--- src/rtl/alu_request_arbiter.sv ---
// Round-robin arbiter that shares one handshake ALU among NUM_REQ requesters,
// returning each result on a backpressured response channel with a no-answer watchdog.
module alu_request_arbiter #(
  parameter  int NUM_REQ = 4,
  parameter  int TIMEOUT = 15,
  localparam int IDX_W   = $clog2(NUM_REQ)
) (
  input  logic                 clk,
  input  logic                 rst_n,
  input  logic [NUM_REQ-1:0]   req_valid,
  output logic [NUM_REQ-1:0]   req_ready,
  input  logic [4*NUM_REQ-1:0] req_a,
  input  logic [4*NUM_REQ-1:0] req_b,
  input  logic [3*NUM_REQ-1:0] req_op,
  output logic [NUM_REQ-1:0]   resp_valid,
  input  logic [NUM_REQ-1:0]   resp_ready,
  output logic [7:0]           resp_result,
  output logic                 resp_err,
  output logic                 alu_in_valid,
  input  logic                 alu_in_ready,
  output logic [3:0]           alu_a,
  output logic [3:0]           alu_b,
  output logic [2:0]           alu_op,
  input  logic                 alu_out_valid,
  input  logic [7:0]           alu_result,
  output logic [IDX_W-1:0]     grant_id,
  output logic                 busy
);

  typedef enum logic [1:0] {
    S_IDLE  = 2'd0,
    S_ISSUE = 2'd1,
    S_WAIT  = 2'd2,
    S_RESP  = 2'd3
  } state_e;

  localparam logic [7:0]       TIMER_LAST = 8'(TIMEOUT - 1);
  localparam logic [IDX_W-1:0] LAST_IDX   = IDX_W'(NUM_REQ - 1);
  localparam logic [NUM_REQ-1:0] ONE_HOT0 = {{(NUM_REQ-1){1'b0}}, 1'b1};

  state_e             state_q, state_d;
  logic [IDX_W-1:0]   rr_ptr_q, rr_ptr_d;
  logic [IDX_W-1:0]   owner_q, owner_d;
  logic [7:0]         timer_q, timer_d;
  logic [3:0]         a_q, a_d;
  logic [3:0]         b_q, b_d;
  logic [2:0]         op_q, op_d;
  logic [7:0]         result_q, result_d;
  logic               err_q, err_d;

  logic               found_s;
  logic [IDX_W-1:0]   win_s;
  logic [IDX_W-1:0]   cand_s;
  logic [NUM_REQ-1:0] req_ready_s;
  logic [NUM_REQ-1:0] resp_valid_s;

  // Round-robin scan from rr_ptr; walking downward lets the closest valid requester overwrite the rest.
  always_comb begin
    found_s = 1'b0;
    win_s   = '0;
    cand_s  = '0;
    for (int k = NUM_REQ - 1; k >= 0; k--) begin
      cand_s  = IDX_W'((int'(rr_ptr_q) + k) % NUM_REQ);
      win_s   = req_valid[cand_s] ? cand_s : win_s;
      found_s = found_s | req_valid[cand_s];
    end
  end

  // Next-state, operand capture, watchdog and accept pulse.
  always_comb begin
    state_d     = state_q;
    rr_ptr_d    = rr_ptr_q;
    owner_d     = owner_q;
    timer_d     = timer_q;
    a_d         = a_q;
    b_d         = b_q;
    op_d        = op_q;
    result_d    = result_q;
    err_d       = err_q;
    req_ready_s = '0;
    case (state_q)
      S_IDLE: begin
        if (found_s) begin
          req_ready_s = ONE_HOT0 << win_s;
          owner_d     = win_s;
          a_d         = req_a[4*int'(win_s) +: 4];
          b_d         = req_b[4*int'(win_s) +: 4];
          op_d        = req_op[3*int'(win_s) +: 3];
          state_d     = S_ISSUE;
        end else begin
          state_d     = S_IDLE;
        end
      end
      S_ISSUE: begin
        if (alu_in_ready) begin
          timer_d = 8'd0;
          state_d = S_WAIT;
        end else begin
          state_d = S_ISSUE;
        end
      end
      S_WAIT: begin
        // A pulse arriving on the last allowed cycle still counts as a real answer.
        if (alu_out_valid) begin
          result_d = alu_result;
          err_d    = 1'b0;
          state_d  = S_RESP;
        end else if (timer_q == TIMER_LAST) begin
          result_d = 8'h00;
          err_d    = 1'b1;
          state_d  = S_RESP;
        end else begin
          timer_d  = timer_q + 8'd1;
        end
      end
      S_RESP: begin
        if (resp_ready[owner_q]) begin
          state_d  = S_IDLE;
          rr_ptr_d = (owner_q == LAST_IDX) ? '0 : owner_q + IDX_W'(1);
        end else begin
          state_d  = S_RESP;
        end
      end
      default: begin
        state_d = S_IDLE;
      end
    endcase
  end

  // State and datapath registers.
  always_ff @(posedge clk or negedge rst_n) begin
    if (!rst_n) begin
      state_q  <= S_IDLE;
      rr_ptr_q <= '0;
      owner_q  <= '0;
      timer_q  <= 8'd0;
      a_q      <= 4'd0;
      b_q      <= 4'd0;
      op_q     <= 3'd0;
      result_q <= 8'h00;
      err_q    <= 1'b0;
    end else begin
      state_q  <= state_d;
      rr_ptr_q <= rr_ptr_d;
      owner_q  <= owner_d;
      timer_q  <= timer_d;
      a_q      <= a_d;
      b_q      <= b_d;
      op_q     <= op_d;
      result_q <= result_d;
      err_q    <= err_d;
    end
  end

  // Response strobe decoded from state and owner.
  always_comb begin
    if (state_q == S_RESP) begin
      resp_valid_s = ONE_HOT0 << owner_q;
    end else begin
      resp_valid_s = '0;
    end
  end

  // Accept pulse is combinational, so it is held low while reset is asserted.
  assign req_ready    = rst_n ? req_ready_s : '0;
  assign resp_valid   = resp_valid_s;
  assign resp_result  = result_q;
  assign resp_err     = err_q;
  assign alu_in_valid = (state_q == S_ISSUE);
  assign alu_a        = a_q;
  assign alu_b        = b_q;
  assign alu_op       = op_q;
  assign grant_id     = owner_q;
  assign busy         = (state_q != S_IDLE);

endmodule

--- config.mk ---
export PLATFORM = sky130hd
export DESIGN_NAME = alu_request_arbiter
export DESIGN_NICKNAME = d
export VERILOG_FILES = /design/src/rtl/alu_request_arbiter.sv
export SDC_FILE = /design/constraint.sdc
export NUM_CORES = 1
export LEC_CHECK = 0
export CORE_MARGIN = 5
export CORE_UTILIZATION = 44
export CTS_CLUSTER_SIZE = 30
export DETAILED_ROUTE_END_ITERATION = 10
export GPL_TIMING_DRIVEN = 0
export PLACE_DENSITY = 0.89
export SLEW_MARGIN = 0
export SYNTH_ARGS = -nofsm -noshare
export SYNTH_HDL_FRONTEND = slang
export SYNTH_SLANG_ARGS = --single-unit
export TNS_END_PERCENT = 30
--- constraint.sdc ---
create_clock -name clk -period 4.9 [get_ports clk]
set_input_delay 0.735 -clock clk [delete_from_list [all_inputs] [get_ports clk]]
set_output_delay 0.735 -clock clk [all_outputs]
set_load 0.005 [all_outputs]
==> flow_summary.yaml, run 1 <==
timing:
  setup_viol: 0
  fin_hold_ws_ns: 0.4930
  tightest_slew_ns: 0.7742
  maxSlewHeadroom_pct: 48.39
  timing_max_transition_violations_final: 0
  post-route-min-period_ns: 3.470
  fin_crit_sh_pct: 70.81
  final_critical_path_setup_slack_ns: 1.430
  number_of_hold_violations_in_the_final_report: 0
  worst_clock_skew_ns: 0.01022
  setup_tns_ns: 0
  timing.fmax_ghz: 0.2882
  grt_setup_unrepaired: "no"
final_layout:
  multi_input_comb_area_sq_um: 1044
  drive_above_1_share_pct: 11.07
  ff_latch_area_sq_um: 850.8
  nets: 358
  antenna_cells: 0
  synthToLayoutAreaGrowth_pct: 58.32
  fillers: 328
  final_cell_area_sq_um: 3132
synth:
  synth-seq-area-share_pct: 43.01
  synth_top_cells_by_area: "dfrtp_1, mux2i_1, nand2_1"
  synth_flop_cell: "dfrtp_1"
  syn-instance-count: 186
  asyncSetResetFlopFracSynth_pct: 100.0
  mappedNetlistNets: 256
  ys.warnings.count: 0
  synth_area_per_cell_sq_um: 10.64
  synth_edf_count: 0
  synth-seq-cells: 34
  post_synth_most_frequent_cells: "dfrtp_1, mux2i_1, nand2_1"
  top_count_cell_post_synth: "dfrtp_1"
  netlist.top_cell.by_area: "dfrtp_1"
  synth.cell_area_sq_um: 1978
  yosys.area.top_type_share_pct: 43.01
  ys_types: 39
detailed_routing:
  remaining_drc_errors: 0
  routed_wl_microns: 5338
  firstDrtPassIters: 4
  detail_route.vias_per_cell: 5.282
  postRouteAntennaNets: 0
  avgRoutedWirePerCell_microns: 15.65
  detailedRoute.firstIterationViolations: 45
  num_vias: 1801
clock_tree:
  ctsHtreeMaxLevel: 2
  cts-buffers-inserted: 5
  clock_sink_count: 34
  insertion_delay_ns: 0.28
  tritoncts: "yes"
  cts_resized: 0
  cts.hold.buffers_added: 0
  cts.clk_slew.worst_paths_ns: 0.06
  number_of_setup_buffers_added_after_cts: 0
  cts_root_buffer_type: "clkbuf_8"
  cts_buffer_depth: 2
placed_design:
  final_hpwl_dp_microns: 4179
  gp_routability_congestion: 0.8408
  io_buffer_count: 95
  detailedPlace.worstSlack_ns: 1.421
  detailed_place.area_sq_um: 2989
grt:
  grt_first_pass_wirelength_microns: 8514
  grt_pass1_vias: 1832
  grt_antenna_before_repair: 0
  overflow: 0
  maximum_number_of_pins_on_one_net_before_global_route_repair: 37
  grt.total_usage_pct: 17.53
worst_setup_path:
  critical-path-slowest-cell: "clkdlybuf4s50_1"
  maximum_fanout_along_the_worst_path: 10
  cp_data_required_time_ns: 4.16
  worst-endpoint-arrival_ns: 2.73
  critical_path.cell_chain: "clkdlybuf4s50_1 -> nand2b_1 -> a21o_1 -> o211ai_2 -> buf_6 -> buf_6 -> nand3_1 -> nor2_1 -> clkdlybuf4s50_1"
  timing.critical_path.to_type: "primary output"
  timing.critical_path.slowest_cell_delay_ns: 0.52
  timing.setup.critical_path_class: "input pin to primary output"
  setup.worst_path.start_class: "input pin"
flow_run:
  drv.max_cap_violation_count: 0
floorplan:
  start_util_pct: 45.43
  chipHeight_microns: 77.05
  row_count: 24
  floorplan.die.width_microns: 77.05
  core_region_area_sq_um: 4354
  die-area_sq_um: 5937
  num_io_pins: 96
power_and_ir_drop:
  totalPowerFinal_uw: 1569
  total_leakage_power_uw: 0.001376
  power.density_cell_area_nw_per_um2: 501.0
  worst_vdd_rail_ir_drop_uv: 281.3
status:
  run_status: "finished clean"
worst_hold_path:
  hold_path.class: "flip-flop to flip-flop"
[path summary, 6_finish.rpt]
path,start,endpoint,slack (ns),cells past startpoint
max,req_valid[1],req_ready[2],1.43,9
min,rr_ptr_q[0]$_DFFE_PN0P_,rr_ptr_q[0]$_DFFE_PN0P_,0.49,2
max reg2reg,timer_q[0]$_DFFE_PN0P_,timer_q[0]$_DFFE_PN0P_,3.10,6
min reg2reg,rr_ptr_q[0]$_DFFE_PN0P_,rr_ptr_q[0]$_DFFE_PN0P_,0.49,2
max in group asynchronous,rst_n,alu_a[2]$_DFFE_PN0P_,3.88,1
min in group asynchronous,rst_n,alu_a[0]$_DFFE_PN0P_,0.53,1
[power by group]
group | leakage (uW) | internal, uW | switching, uW
sequential | 0.000432 | 391 | 86.5
clock | 0.0000714 | 217 | 100
combinational | 0.000873 | 444 | 331
[layer usage]
metal / share of wire (%) / GRT usage (%) / wire length (microns)
met5: 0 / 0 / 0
met4: 0.45 / 2.062 / 24
met3: 9.6 / 7.026 / 512
met2: 48 / 29.63 / 2556
met1: 42 / 21.73 / 2244
[critical path, delay by kind of cell]
family | cells | cell delay, ns
AOI/OAI and AO/OA | 2 | 0.23
buffers and inverters | 4 | 1.33
and+or+nand+nor | 3 | 0.43
[cells in the final DEF (no fill, tap or decap), types with 2 or more instances in the layout]
cell             instances
dfrtp_1                 34
o221ai_1                 6
nand3_1                  5
nand4_1                  2
buf_6                    3
ha_1                     6
o21ai_0                  3
xor2_1                   6
clkbuf_8                 6
nor2b_1                  6
o221ai_2                 5
bufinv_16                2
a31oi_1                  2
and3_1                   4
a22o_1                   8
mux2i_1                 22
buf_2                    5
nor3_1                   3
clkbuf_1                 3
nand2_1                 21
mux2_2                   2
clkdlybuf4s50_1         94
nor2_1                  13
o31ai_1                  2
a21oi_1                  4
nand2b_1                 4
inv_1                    3
[state kept, by name (all words and copies together) (netlist names)]
signal,count
alu_a,4
alu_b,4
alu_op,3
rr_ptr_q,2
state_q,2
grant_id,2
resp_err,1
resp_result,8
timer_q,8
[metrics by stage]
stage	utilization (%)	cells
after floorplan	-	186
after global placement	68.76	333
after detailed placement	68.65	333
after CTS	71.93	341
after global routing	71.93	341
final	71.93	341
[kinds of logic (layout without fill, tap and decap cells)]
family	Yosys count	after routing	share of synthesized area (%)
adders and majority gates	6	6	3.795
DFF	34	34	43.01
and+or+nand+nor	65	65	16.32
xor gates and xnor gates	6	6	2.657
buffers and inverters	14	117	4.238
AOI/OAI and AO/OA	36	36	16.57
muxes	25	25	13.41
[cell type report]
class | instances | share of cell area (%)
Tap cell | 52 | 2.078
Clock inverter | 2 | 1.918
Timing Repair Buffer | 95 | 30.20
Buffer | 11 | 2.317
Sequential cell | 34 | 27.17
Inverter | 3 | 0.3596
Multi-Input combinational cell | 138 | 33.32
Clock buffer | 6 | 2.637
Note: power is estimated with default switching activity, not from simulation.
==> run 2: changes to the inputs <==
- CORE_UTILIZATION: 44 -> 37
- PLACE_DENSITY: 0.89 -> 0.8
- clock period: 4.9 -> 3.1 ns (I/O delays scaled with it)
==> flow_summary.yaml, run 2 (synthesized netlist as in run 1, its figures left out) <==
status:
  run_status: "finished clean"
detailed_routing:
  num_vias: 1838
  remaining_drc_errors: 0
  firstDrtPassIters: 4
  postRouteAntennaNets: 0
  routed_wl_microns: 5558
  detail_route.vias_per_cell: 5.120
  avgRoutedWirePerCell_microns: 15.48
  detailedRoute.firstIterationViolations: 93
final_layout:
  synthToLayoutAreaGrowth_pct: 57.05
  drive_above_1_share_pct: 11.07
  nets: 358
  antenna_cells: 0
  fillers: 475
  finish.utilization_pct: 60.44
  multi_input_comb_area_sq_um: 1044
  ff_latch_area_sq_um: 850.8
  layout.cells.most_common: "clkdlybuf4s50_1"
  final_cell_mix: "clkdlybuf4s50_1, dfrtp_1, mux2i_1"
worst_setup_path:
  setup.worst_path.start: "req_valid[1]"
  regToRegStartpoint: "timer_q[0]$_DFFE_PN0P_"
  maximum_fanout_along_the_worst_path: 10
  timing.critical_path.to_type: "primary output"
  cp_data_required_time_ns: 2.63
  timing.setup.critical_path_class: "input pin to primary output"
  worst-endpoint-arrival_ns: 2.47
  setup.worst_path.start_class: "input pin"
timing:
  timing.fmax_ghz: 0.3411
  setup_viol: 0
  worst_clock_skew_ns: 0.005626
  number_of_hold_violations_in_the_final_report: 0
  setup_tns_ns: 0
  maxSlewHeadroom_pct: 48.14
  fin_hold_ws_ns: 0.2584
  post-route-min-period_ns: 2.932
  timing_max_transition_violations_final: 0
  grt_setup_unrepaired: "no"
  tightest_slew_ns: 0.7778
  fin_crit_sh_pct: 94.58
power_and_ir_drop:
  power.density_cell_area_nw_per_um2: 748.5
  total_leakage_power_uw: 0.001352
  totalPowerFinal_uw: 2325
  worst_vdd_rail_ir_drop_uv: 343.1
floorplan:
  floorplan.die.width_microns: 83.12
  chipHeight_microns: 83.12
  core_region_area_sq_um: 5140
  die-area_sq_um: 6909
  row_count: 26
  start_util_pct: 38.49
  num_io_pins: 96
placed_design:
  final_hpwl_dp_microns: 4357
  gp_routability_congestion: 0.8802
  io_buffer_count: 95
clock_tree:
  cts_root_buffer_type: "clkbuf_8"
  cts.hold.buffers_added: 0
  cts-buffers-inserted: 5
  cts_buffer_depth: 2
  tritoncts: "yes"
  cts_resized: 0
  ctsHtreeMaxLevel: 2
  number_of_setup_buffers_added_after_cts: 0
  clock_sink_count: 34
  insertion_delay_ns: 0.29
  cts.clk_slew.worst_paths_ns: 0.07
grt:
  overflow: 0
  grt_pass1_vias: 1982
  maximum_number_of_pins_on_one_net_before_global_route_repair: 37
  grt.total_usage_pct: 15.85
  grt_first_pass_wirelength_microns: 9052
  grt_antenna_before_repair: 0
worst_hold_path:
  hold_path.class: "input pin to asynchronous set/reset pin"
flow_run:
  drv.max_cap_violation_count: 0
-- run 2: cell count changes in the layout (fill, tap and decap cells not counted) --
cell        previous run  this run
clkinv_2               0         1
bufinv_16              2         0
clkinvlp_4             0         1
-- run 2: per-stage QoR --
step / worst slack [ns] / cell area (sq um) / instances
after global routing: 0.02516 / 3107 / 359
after global placement: -0.3946 / 3017 / 351
after floorplan: 1.298 / 1978 / 186
final: 0.1680 / 3107 / 359
after detailed placement: 0.1577 / 3012 / 351
after CTS: 0.1517 / 3107 / 359
-- run 2: final timing paths --
path	end	depth (start not counted)	slack, ns
worst min-delay path	state_q[1]$_DFFE_PN0P_	1	0.26
min in group clk	alu_a[0]$_DFFE_PN0P_	2	0.49
max in group asynchronous	resp_result[6]$_DFFE_PN0P_	1	2.35
worst max register to register	timer_q[0]$_DFFE_PN0P_	6	1.30
worst min register to register	alu_a[0]$_DFFE_PN0P_	2	0.49
worst max-delay path	req_ready[0]	9	0.17
-- run 2: power by group --
group | internal (uW) | total [uW] | switching [uW]
registers | 618 | 751 | 134
logic | 700 | 1230 | 532
clock network | 178 | 341 | 163
-- run 2: critical path, cell delays in order --
cell,delay [ns]
clkdlybuf4s50_1,0.48
nand2b_1,0.19
a21o_1,0.17
o211ai_2,0.06
buf_6,0.18
buf_6,0.17
nand3_1,0.10
nor2_1,0.13
clkdlybuf4s50_1,0.52
-- run 2: final cells by class --
type | instances | share of cell area [%]
multi-input combinational | 138 | 33.59
timing repair buffer | 95 | 30.45
sequential | 34 | 27.39
tap | 70 | 2.819
clock buffer | 6 | 2.658
buffer | 11 | 2.336
clock inverter | 2 | 0.4027
inverter | 3 | 0.3625
-- run 2: metal layers --
layer  part of all wire, %  up-vias  track usage, %  routed length (microns)
met5                     0        -               0                        0
met4                   1.8        0           6.835                       99
met3                   7.3       12           4.257                      404
met2                    47       76           25.87                     2631
met1                    44      866           19.62                     2423
li1                      -      884               -                        -
==> RTL edit (config.mk and constraints of run 2) <==
Change the parameter `NUM_REQ` from 4 to 8.
--- a/src/rtl/alu_request_arbiter.sv
+++ b/src/rtl/alu_request_arbiter.sv
@@ -1,7 +1,7 @@
 // Round-robin arbiter that shares one handshake ALU among NUM_REQ requesters,
 // returning each result on a backpressured response channel with a no-answer watchdog.
 module alu_request_arbiter #(
-  parameter  int NUM_REQ = 4,
+  parameter  int NUM_REQ = 8,
   parameter  int TIMEOUT = 15,
   localparam int IDX_W   = $clog2(NUM_REQ)
 ) (
Ports: changed (8 resized); port bits go from 96 to 157. The function was not compared with the original's and may differ.
==> RTL edit against run 2 <==
The run now ends with setup timing left; final area increased by 91%; utilization decreased by 0.13 points; first-iteration DRC count increased to 2.8 times the old value; sequential cell count increased by 2; wire length increased to 2.5 times the old value; power increased to 3.4 times the old value; worst setup slack got worse by 920 ps; area after synthesis increased by 89%; count of clock-buffer cells in the layout unchanged; critical endpoint is now req_ready[3].
==> RTL edit: results (changes against run 2) <==
outcome - complete, but fails checks
failing checks - setup timing
Placer Congestion - 0.8894 (+1.0%)
syn nets - 526 (+110%)
setup ws final - -747.7 ps (-915.7 ps)
met2 WL - 7.135 mm (+170%)
skew final - 11.49 ps (+5.860 ps)
layout cell share with drive strength beyond 1 - 21.92% (+11 points)
CP delay by family, top - multiplexers
vias in the first global route - 4325 (+120%)
cts repair resizes - 64 (+64)
Final nets - 709 (+98%)
CTS Buf Count - 5 (unchanged)
Commonest cells post-synth - mux2i_1 (47), dfrtp_1 (36), nand2_1 (34), a21oi_1 (27), mux2_2 (24)
Pint - 4.212 mW (+180%)
first-pass GRT wire length - 21.75 mm (+140%)
Synth top area share - 24.14% (-19 points)
R2R Path End - alu_op[1]
CP Data Arrival Time - 3380 ps (+910 ps)
I/O Buffers - 156 (+64%)
Synth cell types - 51 (+31%)
Critical-path top delay cell - mux4_2
DP Cell Count - 689 (+96%)
Final HPWL DP - 10.54 mm (+140%)
setup TNS - -9870 ps (-9870 ps)
Setup-failing EPs final - 22 (+22)
detailed-route wire length - 13.96 mm (+150%)
Cell Area, Placed - 0.005509 mm^2 (+83%)
Mapped Cells - 400 (+120%)
Pre-Repair DR Iteration Count - 5 (+1)
setup bufs post-CTS - 17 (+17)
M1 WL - 5.418 mm (+120%)
GR Layer Usage met2 - 38.55% (+13 points)
Total Routing Usage GR - 21.38% (+5.5 points)
FILL cells - 857 (+80%)
top cells by area, synth - dfrtp_1 (24%), mux2i_1 (13%), mux4_2 (8.5%), mux2_2 (7.2%), a21oi_1 (3.6%)
Seq/Total Area, Yosys - 24.14% (-19 points)
met3 WL - 1.060 mm (+160%)
R2R setup slack - -450 ps (-1750 ps)
actual slew at the worst max-slew pin - 845.2 ps (+67.37 ps)
CP max FO - 6 (-4)
VDD IR max - 710.6 uV (+110%)
largest net degree at the start of global routing - 38 (+2.7%)
CP max stage delay - 500 ps (-20 ps)
worst reg2reg path startpoint - rr_ptr_q[1]
routed via count - 4188 (+130%)
==> RTL edit: worst reg2reg max path: cells and delay by family (launching register included) <==
kind / cells / cell delay (ps)
muxes: 3 / 840
buffers and inverters: 8 / 1070
DFF: 1 / 400
AOI/OAI and AO/OA: 5 / 970
adders and majority gates: 1 / 220
==> RTL edit: area by class of cell <==
type                       instances  area [um^2]  area share, %
multi-input combinational        326         2788          47.07
clock inverter                     2        13.76         0.2324
sequential                        36        902.1          15.23
inverter                          12        57.56         0.9719
clock buffer                       6        82.58          1.394
buffer                            24        210.2          3.550
tap                              133        166.4          2.810
timing repair buffer             178         1702          28.73
==> RTL edit: cell families after synthesis <==
group / count (synthesis) / synth area share, %
AOI/OAI and AO/OA: 120 / 23.44
xor gates and xnor gates: 9 / 2.113
adders and majority gates: 10 / 3.353
buffers and inverters: 38 / 4.896
DFF: 36 / 24.14
muxes: 89 / 29.51
and+or+nand+nor: 98 / 12.54
==> RTL edit: power by group through the flow <==
stage / Combinational (mW) / Sequential, mW / Clock [mW]
3_5_place_dp: 5.34 / 0.857 / 0
3_3_place_gp: 5.19 / 0.852 / 0
5_1_grt: 7.00 / 0.881 / 0.387
6_report: 6.58 / 0.852 / 0.367
4_1_cts: 6.12 / 0.849 / 0.372
2_1_floorplan: 3.85 / 0.831 / 0
==> RTL edit: worst max path at each step <==
stage                             from  depth (start not counted)            to
after floorplan            rr_ptr_q[1]                         14  req_ready[2]
after global placement    req_valid[2]                         12  req_ready[2]
final                      rr_ptr_q[1]                         13  req_ready[3]
after global routing       rr_ptr_q[1]                         13  req_ready[3]
after detailed placement  req_valid[2]                         12  req_ready[2]
after CTS                  rr_ptr_q[1]                         14  req_ready[3]
